`src/rtl/cac_command_parser_pkg.sv`:
```
// Shared constants and state encodings for the CAC command parser and its response serializer.
package cac_command_parser_pkg;

    localparam logic [7:0] SOF_BYTE     = 8'hA5;
    localparam logic [7:0] ACK_BYTE     = 8'h5A;
    localparam logic [7:0] CMD_WR       = 8'h01;
    localparam logic [7:0] CMD_RD       = 8'h02;
    localparam logic [7:0] STAT_OK      = 8'h00;
    localparam logic [7:0] STAT_BAD_CHK = 8'h01;
    localparam logic [7:0] STAT_BAD_CMD = 8'h02;

    typedef enum logic [2:0] {
        P_IDLE   = 3'd0,
        P_CMD    = 3'd1,
        P_ADDR   = 3'd2,
        P_DATA   = 3'd3,
        P_CHK    = 3'd4,
        P_EXEC   = 3'd5,
        P_RDWAIT = 3'd6,
        P_RESP   = 3'd7
    } parser_state_e;

    typedef enum logic [2:0] {
        S_IDLE   = 3'd0,
        S_SOF    = 3'd1,
        S_STATUS = 3'd2,
        S_DATA   = 3'd3,
        S_RCHK   = 3'd4
    } ser_state_e;

endpackage

```
`src/rtl/cac_resp_serializer.sv`:
```
// Captures STATUS and an optional data word on load, then emits 0x5A, STATUS, data bytes (MSB first), RCHK.
// tx_valid/tx_ready: a byte moves only on a cycle where both are high; tx_data is held otherwise.
module cac_resp_serializer
    import cac_command_parser_pkg::*;
#(
    parameter int DW = 32
) (
    input  logic          clk_cac,
    input  logic          rst_cac,
    input  logic          load,
    input  logic [7:0]    load_status,
    input  logic [DW-1:0] load_data,
    input  logic          load_with_data,
    output logic [7:0]    tx_data,
    output logic          tx_valid,
    input  logic          tx_ready,
    output logic          done,
    output logic [2:0]    dbg_state
);
    localparam int NB = DW / 8;

    ser_state_e    state_q, state_d;
    logic [7:0]    status_q, status_d;
    logic [DW-1:0] data_q, data_d;
    logic          with_q, with_d;
    logic [7:0]    rchk_q, rchk_d;
    logic [7:0]    cnt_q, cnt_d;
    logic [7:0]    data_xor;
    logic          hs;

    always_comb begin
        data_xor = '0;
        for (int i = 0; i < NB; i++) data_xor = data_xor ^ load_data[i*8 +: 8];
    end

    always_comb begin
        state_d  = state_q;
        status_d = status_q;
        data_d   = data_q;
        with_d   = with_q;
        rchk_d   = rchk_q;
        cnt_d    = cnt_q;
        done     = 1'b0;
        tx_valid = (state_q != S_IDLE);
        hs       = tx_valid && tx_ready;
        unique case (state_q)
            S_SOF:    tx_data = ACK_BYTE;
            S_STATUS: tx_data = status_q;
            S_DATA:   tx_data = data_q[DW-1 -: 8];
            S_RCHK:   tx_data = rchk_q;
            default:  tx_data = 8'h00;
        endcase
        unique case (state_q)
            S_IDLE: if (load) begin
                status_d = load_status;
                data_d   = load_data;
                with_d   = load_with_data;
                rchk_d   = load_with_data ? (load_status ^ data_xor) : load_status;
                cnt_d    = '0;
                state_d  = S_SOF;
            end
            S_SOF:    if (hs) state_d = S_STATUS;
            S_STATUS: if (hs) state_d = with_q ? S_DATA : S_RCHK;
            S_DATA: if (hs) begin
                data_d = data_q << 8;
                cnt_d  = cnt_q + 8'd1;
                if (cnt_q == 8'(NB - 1)) state_d = S_RCHK;
            end
            S_RCHK: if (hs) begin
                done    = 1'b1;
                state_d = S_IDLE;
            end
            default: state_d = S_IDLE;
        endcase
    end

    always_ff @(posedge clk_cac) begin
        if (rst_cac) begin
            state_q  <= S_IDLE;
            status_q <= '0;
            data_q   <= '0;
            with_q   <= 1'b0;
            rchk_q   <= '0;
            cnt_q    <= '0;
        end else begin
            state_q  <= state_d;
            status_q <= status_d;
            data_q   <= data_d;
            with_q   <= with_d;
            rchk_q   <= rchk_d;
            cnt_q    <= cnt_d;
        end
    end

    assign dbg_state = state_q;

endmodule

```
`src/rtl/cac_command_parser.sv`:
```
// Byte-level frame parser: decodes write/read frames, checks the XOR checksum, issues one settings
// access per good frame and hands STATUS (plus read data) to the response serializer.
module cac_command_parser
    import cac_command_parser_pkg::*;
#(
    parameter int CAC_UART_CH_BUFFER_WIDTH        = 8,
    parameter int CAC_UART_CH_SETTINGS_ADDR_WIDTH = 8,
    parameter int CAC_UART_CH_SETTINGS_DATA_WIDTH = 32,
    parameter int CAC_TIMEOUT_CYCLES              = 10000
) (
    input  logic                                       clk_cac,
    input  logic                                       rst_cac,
    input  logic [CAC_UART_CH_BUFFER_WIDTH-1:0]        rx_data,
    input  logic                                       rx_valid,
    input  logic                                       rx_error,
    output logic [CAC_UART_CH_BUFFER_WIDTH-1:0]        tx_data,
    output logic                                       tx_valid,
    input  logic                                       tx_ready,
    output logic                                       set_wr_en,
    output logic                                       set_rd_en,
    output logic [CAC_UART_CH_SETTINGS_ADDR_WIDTH-1:0] set_addr,
    output logic [CAC_UART_CH_SETTINGS_DATA_WIDTH-1:0] set_wdata,
    input  logic [CAC_UART_CH_SETTINGS_DATA_WIDTH-1:0] set_rdata,
    output logic                                       err_chk,
    output logic                                       err_timeout,
    output logic [2:0]                                 dbg_state,
    output logic [2:0]                                 dbg_ser_state
);
    localparam int AW = CAC_UART_CH_SETTINGS_ADDR_WIDTH;
    localparam int DW = CAC_UART_CH_SETTINGS_DATA_WIDTH;
    localparam int NB = DW / 8;
    localparam logic [15:0] GAP_LAST = 16'(CAC_TIMEOUT_CYCLES - 1);

    parser_state_e state_q, state_d;
    logic [7:0]    cmd_q, cmd_d;
    logic [7:0]    addr_q, addr_d;
    logic [DW-1:0] data_q, data_d;
    logic [7:0]    acc_q, acc_d;
    logic [7:0]    cnt_q, cnt_d;
    logic [15:0]   gap_q, gap_d;
    logic [7:0]    status_q, status_d;
    logic          ser_load;
    logic          ser_done;

    always_comb begin
        state_d     = state_q;
        cmd_d       = cmd_q;
        addr_d      = addr_q;
        data_d      = data_q;
        acc_d       = acc_q;
        cnt_d       = cnt_q;
        gap_d       = gap_q;
        status_d    = status_q;
        set_wr_en   = 1'b0;
        set_rd_en   = 1'b0;
        err_chk     = 1'b0;
        err_timeout = 1'b0;
        ser_load    = 1'b0;
        unique case (state_q)
            P_IDLE: if (rx_valid && rx_data == SOF_BYTE) begin
                acc_d   = '0;
                cnt_d   = '0;
                gap_d   = '0;
                state_d = P_CMD;
            end
            P_CMD, P_ADDR, P_DATA, P_CHK: begin
                if (rx_error) begin
                    state_d = P_IDLE;
                end else if (rx_valid) begin
                    // An arriving byte beats a simultaneous terminal count.
                    gap_d = '0;
                    acc_d = acc_q ^ rx_data;
                    unique case (state_q)
                        P_CMD: begin
                            cmd_d   = rx_data;
                            state_d = P_ADDR;
                        end
                        P_ADDR: begin
                            addr_d  = rx_data;
                            cnt_d   = '0;
                            state_d = (cmd_q == CMD_WR) ? P_DATA : P_CHK;
                        end
                        P_DATA: begin
                            data_d = (data_q << 8) | DW'(rx_data);
                            cnt_d  = cnt_q + 8'd1;
                            if (cnt_q == 8'(NB - 1)) state_d = P_CHK;
                        end
                        default: begin
                            if (acc_q != rx_data)
                                status_d = STAT_BAD_CHK;
                            else if (cmd_q != CMD_WR && cmd_q != CMD_RD)
                                status_d = STAT_BAD_CMD;
                            else
                                status_d = STAT_OK;
                            state_d = P_EXEC;
                        end
                    endcase
                end else if (gap_q == GAP_LAST) begin
                    err_timeout = 1'b1;
                    state_d     = P_IDLE;
                end else begin
                    gap_d = gap_q + 16'd1;
                end
            end
            P_EXEC: begin
                err_chk = (status_q == STAT_BAD_CHK);
                if (status_q == STAT_OK && cmd_q == CMD_RD) begin
                    set_rd_en = 1'b1;
                    state_d   = P_RDWAIT;
                end else begin
                    set_wr_en = (status_q == STAT_OK);
                    ser_load  = 1'b1;
                    state_d   = P_RESP;
                end
            end
            P_RDWAIT: begin
                ser_load = 1'b1;
                state_d  = P_RESP;
            end
            P_RESP: if (ser_done) state_d = P_IDLE;
            default: state_d = P_IDLE;
        endcase
    end

    always_ff @(posedge clk_cac) begin
        if (rst_cac) begin
            state_q  <= P_IDLE;
            cmd_q    <= '0;
            addr_q   <= '0;
            data_q   <= '0;
            acc_q    <= '0;
            cnt_q    <= '0;
            gap_q    <= '0;
            status_q <= '0;
        end else begin
            state_q  <= state_d;
            cmd_q    <= cmd_d;
            addr_q   <= addr_d;
            data_q   <= data_d;
            acc_q    <= acc_d;
            cnt_q    <= cnt_d;
            gap_q    <= gap_d;
            status_q <= status_d;
        end
    end

    assign set_addr  = AW'(addr_q);
    assign set_wdata = data_q;
    assign dbg_state = state_q;

    // Read data is taken straight from set_rdata during RDWAIT, its only valid cycle.
    cac_resp_serializer #(.DW(DW)) u_resp (
        .clk_cac        (clk_cac),
        .rst_cac        (rst_cac),
        .load           (ser_load),
        .load_status    (status_q),
        .load_data      (set_rdata),
        .load_with_data (state_q == P_RDWAIT),
        .tx_data        (tx_data),
        .tx_valid       (tx_valid),
        .tx_ready       (tx_ready),
        .done           (ser_done),
        .dbg_state      (dbg_ser_state)
    );

endmodule
```
`config.mk`:
```
export PLATFORM = sky130hd
export DESIGN_NAME = cac_command_parser
export DESIGN_NICKNAME = d
export VERILOG_FILES = /design/src/rtl/cac_command_parser_pkg.sv /design/src/rtl/cac_resp_serializer.sv /design/src/rtl/cac_command_parser.sv
export SDC_FILE = /design/constraint.sdc
export NUM_CORES = 1
export LEC_CHECK = 0
export CAP_MARGIN = 10
export CORE_MARGIN = 2
export CORE_UTILIZATION = 45
export DETAILED_ROUTE_END_ITERATION = 10
export PLACE_DENSITY_LB_ADDON = 0.08
export SLEW_MARGIN = 20
export SYNTH_ARGS = -nofsm -noshare
export SYNTH_HDL_FRONTEND = slang
export SYNTH_SLANG_ARGS = --single-unit
```
`constraint.sdc`:
```
create_clock -name clk_cac -period 3.2 [get_ports clk_cac]
set_input_delay 0.96 -clock clk_cac [delete_from_list [all_inputs] [get_ports clk_cac]]
set_output_delay 0.96 -clock clk_cac [all_outputs]
set_load 0.005 [all_outputs]
```
==> results of run 1 <==
==> final cells by class <==
cell class	instances	share of cell area [%]
Inverter	10	0.435
Multi-Input combinational cell	585	42.6
Sequential cell	139	32.3
Tap cell	184	2.67
Timing Repair Buffer	140	15.5
Clock inverter	8	1.12
Clock buffer	21	5.34
==> placed cells by master (no fill, tap or decap), drive strengths merged, types with 3 or more instances in the layout <==
cell             n
dfxtp          139
clkdlybuf4s50  101
nand2           97
nor2            75
a21oi           73
mux2i           54
nand3           39
buf             38
a211oi          35
xnor2           30
nand3b          26
o21ai           25
clkbuf          21
nand4           12
a22o            12
nor3            10
inv              9
xor2             8
nand2b           7
nor4             7
or3              6
clkinv           6
o21a             5
and3             5
nor2b            5
nor4b            5
and2             4
or4              4
a21o             3
o31ai            3
ha               3
and3b            3
nor3b            3
==> flip-flops by register name, summed over array words and instances (netlist names) <==
| register | flops |
|---|---|
| dbg_state | 3 |
| cmd_q | 8 |
| status_q | 2 |
| set_addr | 8 |
| cnt_q | 8 |
| set_wdata | 32 |
| u_resp.with_q | 1 |
| gap_q | 16 |
| u_resp.cnt_q | 8 |
| u_resp.dbg_state | 3 |
| u_resp.rchk_q | 8 |
| u_resp.status_q | 2 |
| u_resp.data_q | 32 |
| acc_q | 8 |
==> where the power goes <==
part / leakage (nW) / switching, mW / internal [mW]
combinational: 1.55 / 0.135 / 0.123
clock: 0.274 / 0.721 / 1.17
sequential: 1.12 / 0.00631 / 1.74
total: 2.95 / 0.862 / 3.03
==> worst max-delay path by stage <==
stage,startpoint,to,slack (ns),depth (start not counted)
3_5_place_dp,rx_valid,err_timeout,-0.01,3
6_report,cmd_q[0],set_rd_en,0.08,3
5_1_grt,cmd_q[0],set_rd_en,0.005,3
4_1_cts,dbg_state[2],set_wr_en,0.02,5
2_1_floorplan,rx_valid,cnt_q[3],0.69,7
3_3_place_gp,rx_valid,err_timeout,0.02,3
==> metal layers <==
metal | track usage, % | up-vias
met5 | 0 | -
met4 | 8.27 | 0
met3 | 4.50 | 22
met2 | 34.3 | 141
met1 | 26.9 | 2834
li1 | - | 3015
==> worst max-delay path: stages (launching register included) <==
cell and delay, ns:
dfxtp_1 0.33, or4b_2 0.73, nor3_4 0.16, clkdlybuf4s50_1 0.53
==> synth_stat cells (9+ instances only) <==
master,number,area share (%)
a211oi_1,31,3.5
a21oi_1,72,5.4
a22o_1,12,1.6
buf_2,9,0.67
clkbuf_1,46,2.6
dfxtp_1,139,42
inv_1,9,0.51
mux2i_1,54,8.1
nand2_1,97,5.4
nand3_1,39,2.9
nand3b_1,26,2.9
nand4_1,12,1.1
nor2_1,75,4.2
nor3_1,9,0.67
o21ai_0,22,1.6
xnor2_1,30,3.9
==> per-stage QoR <==
step	setup WS, ns	utilization [%]	power [mW]
3_3_place_gp	0.0196	55.1	2.03
4_1_cts	0.0217	59.1	3.93
3_5_place_dp	-0.0131	55.1	2.04
5_1_grt	0.00453	59.3	4.01
2_1_floorplan	0.690	-	1.91
6_report	0.0812	59.3	3.89
==> what timing repair did <==
action | CTS | global route
pin swaps | 3 | 0
gates resized for setup | 5 | 4
setup buffers | 1 | 0
endpoints found under the setup margin | 2 | 6
==> logic make-up after synthesis <==
family          Yosys count  share of synthesized area, %
compound gates          173                          16.8
buf+inv                  68                          4.10
mux                      54                          8.08
simple gates            316                          23.7
xor+xnor                 38                          4.98
flops                   139                          41.6
fa+ha+maj                 4                         0.711
==> results.cfg, run 1 <==
[status]
run_status = complete, no violations

[final_layout]
drive_gt1_share_pct = 9.63
area_taken_by_multi_input_logic_gates_sq_mm = 0.00367
synthToLayoutAreaGrowth_pct = 28.9
register_area_sq_mm = 0.00279
num-nets-final = 941
antenna_cells_inserted = 0
final_std_cell_area_no_fill_sq_mm = 0.00862
post_layout_nonfiller_instances = 1087
fill_cells = 1289

[global_route]
grt_antenna_before_repair = 0
global_route_wire_length_before_repair_um = 27300
track_usage_pct = 20.9
largest_net_degree_at_the_start_of_global_routing = 60
first_global_vias = 5618
global_route_total_overflow = 0

[logic_synthesis]
netlist_instances = 792
synth_sequential_area_ratio_pct = 41.6
synth-seq-cells = 139
synth_area_sq_mm = 0.00669
ys_dominant_reg_cell = dfxtp_1
synth-edff-count = 0
fraction_of_registers_with_async_set_or_reset_after_synthesis_pct = 0
synth.lib_cells_used.distinct = 63
synth.avg_cell_area_sq_um = 8.44
ys_warn_count = 0
synth_net_count = 840

[route]
detailedRoute.firstPassIterationCount = 5
routed_wire_length_per_instance_um = 15.4
routed-wl-met2_um = 8040
routedLengthMet1_um = 7770
detail_route.vias_per_cell = 5.53
maxUsedRoutingLayer = met4
routed-via-count = 6012
wl_um = 16700
drcViolationCount = 0
detail_route.iter0.violations = 425
met3_wire_length_um = 642
drt.antenna.violating_nets = 0

[timing]
clock.fmax_ghz = 0.321
layout_worst_path_cycle_share_pct = 97.5
timing.final.max_slew_violations = 0
tightestPinTransition_ns = 0.980
worst_slew_margin_rel_pct = 34.3
tns_setup_ns = 0
timing.hold.ws_ns = 0.453
rsz_0062_raised_after_global_routing = false
timing_hold_violations_final = 0
final.setup_skew_ns = 0.00933
setup_viol = 0
final_period_minus_worst_setup_slack_ns = 3.12

[critical_path]
timing.critical_path.fanout_max = 4
path_class = register to output pin
worst-r2r-cell-count = 6
critPathRequiredTime_ns = 2.24
worst_setup_path_end_kind = output pin
critical_path_arrival_ns = 2.16
setup.reg_to_reg.worst_slack_ns = 0.88
reg2reg_from = dbg_state[1]
element_type_at_the_critical_path_start = register
reg2reg_to = cnt_q[7]

[floorplanning]
chipHeight_um = 126
std_cell_rows = 44
fp.dieW_um = 126
fp.coreArea_sq_mm = 0.0145
num_io_pins = 104
floorplan.die_area_sq_mm = 0.0159
initial_utilization_pct = 46.0

[placed_design]
dpl.cell_count = 1056
place_congestion = 0.800
buffer_ports.inserted = 103
placed_area_sq_mm = 0.00800
place.detailed.hpwl_um = 11500

[clock_tree]
max-clock-path-buffers = 2
ctsRootBufferMaster = clkbuf_16
path_clk_slew_ns = 0.06
tritoncts = built
clock_latency_on_the_worst_skew_pair_ns = 0.42
cts_buffers = 17
h-tree-depth = 4
clock_sink_count = 139
cts.hold.buffers_added = 0

[min_path]
hold-path-endpoint = set_wdata[28]
hp-start = set_wdata[28]
timing.hold.worst_path_depth = 2
hold_path_class = register to register

[pwr]
worst_ir_drop_vdd_mv = 0.373
p_leak_nw = 2.95
power_density_mw_per_mm2 = 451

[job]
timing.max_cap.violations = 0
(Power assumes the default switching activity.)
==> run 2, diff against run 1 <==
--- a/config.mk
+++ b/config.mk
@@ -8,6 +8,7 @@
 export CAP_MARGIN = 10
 export CORE_MARGIN = 2
 export CORE_UTILIZATION = 45
+export CTS_CLUSTER_DIAMETER = 50
 export DETAILED_ROUTE_END_ITERATION = 10
 export PLACE_DENSITY_LB_ADDON = 0.08
 export SLEW_MARGIN = 20
==> results of run 2 <==
Same layout as run 1: the final DEF is identical, and so are final timing and power.
==> run 3, diff against run 2 <==
--- a/config.mk
+++ b/config.mk
@@ -6,12 +6,14 @@
 export NUM_CORES = 1
 export LEC_CHECK = 0
 export CAP_MARGIN = 10
+export CELL_PAD_IN_SITES_DETAIL_PLACEMENT = 0
+export CELL_PAD_IN_SITES_GLOBAL_PLACEMENT = 2
 export CORE_MARGIN = 2
-export CORE_UTILIZATION = 45
+export CORE_UTILIZATION = 32
 export CTS_CLUSTER_DIAMETER = 50
 export DETAILED_ROUTE_END_ITERATION = 10
 export PLACE_DENSITY_LB_ADDON = 0.08
-export SLEW_MARGIN = 20
+export SLEW_MARGIN = 10
 export SYNTH_ARGS = -nofsm -noshare
 export SYNTH_HDL_FRONTEND = slang
 export SYNTH_SLANG_ARGS = --single-unit
==> run 3 against run 2 <==
  * Register-to-register slack worse by 0.16 ns
  * Flip-flop and latch count stayed put
  * Core utilization is 16 points lower
  * First-iteration DRC count is 12% lower
  * Sequential share of layout area is 0.70 points lower
  * Largest cell class unchanged
==> results.cfg, run 3 (synthesized netlist as in run 1, its figures left out) <==
[status]
run_status = complete, no violations

[clock_tree]
path_clk_slew_ns = 0.06
clock_latency_on_the_worst_skew_pair_ns = 0.42
max-clock-path-buffers = 2
ctsRootBufferMaster = clkbuf_16
h-tree-depth = 4
cts_buffers = 17
tritoncts = built
cts.hold.buffers_added = 0
clock_sink_count = 139

[route]
detail_route.vias_per_cell = 5.07
detail_route.iter0.violations = 376
routed-via-count = 5989
drt.antenna.violating_nets = 0
routed_wire_length_per_instance_um = 15.7
drcViolationCount = 0
wl_um = 18500
detailedRoute.firstPassIterationCount = 5

[floorplanning]
num_io_pins = 104
initial_utilization_pct = 32.8
fp.dieW_um = 149
std_cell_rows = 52
chipHeight_um = 149
fp.coreArea_sq_mm = 0.0204
floorplan.die_area_sq_mm = 0.0221

[timing]
rsz_0062_raised_after_global_routing = false
worst_slew_margin_rel_pct = 54.2
timing.final.max_slew_violations = 0
clock.fmax_ghz = 0.320
timing_hold_violations_final = 0
timing.hold.ws_ns = 0.454
final.setup_skew_ns = 0.0127
layout_worst_path_cycle_share_pct = 97.6
final_period_minus_worst_setup_slack_ns = 3.12
tightestPinTransition_ns = 0.680
worst_slack_ns = 0.0767
setup_viol = 0

[placed_design]
buffer_ports.inserted = 103
post-place-ws_ns = -0.0342
place.detailed.hpwl_um = 12800
place_congestion = 0.774
placed_area_sq_mm = 0.00817

[global_route]
track_usage_pct = 16.9
first_global_vias = 5745
global_route_total_overflow = 0
grt_antenna_before_repair = 0
global_route_wire_length_before_repair_um = 29900
largest_net_degree_at_the_start_of_global_routing = 59

[critical_path]
critPathRequiredTime_ns = 2.24
timing.critical_path.fanout_max = 4
worst_setup_path_end_kind = output pin
element_type_at_the_critical_path_start = register
path_class = register to output pin
worst-r2r-cell-count = 7
critical_path_arrival_ns = 2.16

[final_layout]
layout_commonest_cell = dfxtp_1
final_std_cell_area_no_fill_sq_mm = 0.00882
num-nets-final = 946
drive_gt1_share_pct = 10.9
antenna_cells_inserted = 0
most-common-layout-cells = dfxtp_1, clkdlybuf4s50_1, nand2_1, nor2_1, a21oi_1
synthToLayoutAreaGrowth_pct = 31.8

[pwr]
power_density_mw_per_mm2 = 447
p_leak_nw = 3.01
worst_ir_drop_vdd_mv = 0.330

[min_path]
hold_path_class = register to register
timing.hold.worst_path_depth = 2

[job]
timing.max_cap.violations = 0
run 3: stage by stage:
step                power [mW]  TNS, ns  utilization [%]  std cells
floorplan                 1.91        0                -        792
detailed placement        2.04  -0.0342             40.1       1148
global route              4.11        0             43.3       1181
global placement          2.04  -0.0213             40.1       1148
finish                    3.94        0             43.3       1181
CTS                       4.00  -0.0111             43.2       1180
run 3: repair_timing:
action                     in CTS  in global routing
gates cloned                    0                  0
setup buffers                   0                  1
pin swaps                       1                  2
resized for setup               9                  7
setup endpoints to repair       8                 11
run 3: cell type report:
class,instances,area (sq um)
inverter,10,37.5
clock buffer,18,439
multi-input combinational,585,3700
tap,270,338
clock inverter,14,139
timing repair buffer,145,1380
fill,1991,11500
sequential,139,2790
run 3: worst max-delay path, cell delays in order (launching register included):
cell and delay (ns):
dfxtp_1 0.33, or4b_2 0.74, nor2_2 0.15, nor2_2 0.08, clkdlybuf4s50_1 0.45
run 3: where the power goes:
group	leakage [nW]	internal, mW	switching (mW)	total [mW]
sequential	1.12	1.73	0.00364	1.74
combinational	1.61	0.124	0.141	0.265
clock	0.281	1.11	0.830	1.94
run 3: path summary, 6_finish.rpt:
| path | start | endpoint | slack (ns) |
|---|---|---|---|
| min reg2reg | set_wdata[29] | set_wdata[29] | 0.45 |
| min | set_wdata[29] | set_wdata[29] | 0.45 |
| max reg2reg | dbg_state[1] | u_resp.data_q[23] | 0.72 |
| max | cmd_q[0] | set_wr_en | 0.08 |
run 3: metal layers:
layer | wire length (um) | vias to the layer above | track usage [%]
met5 | 0 | - | 0
met4 | 284 | 0 | 5.05
met3 | 613 | 15 | 3.62
met2 | 8660 | 106 | 27.5
met1 | 8960 | 2835 | 22.4
li1 | - | 3033 | -
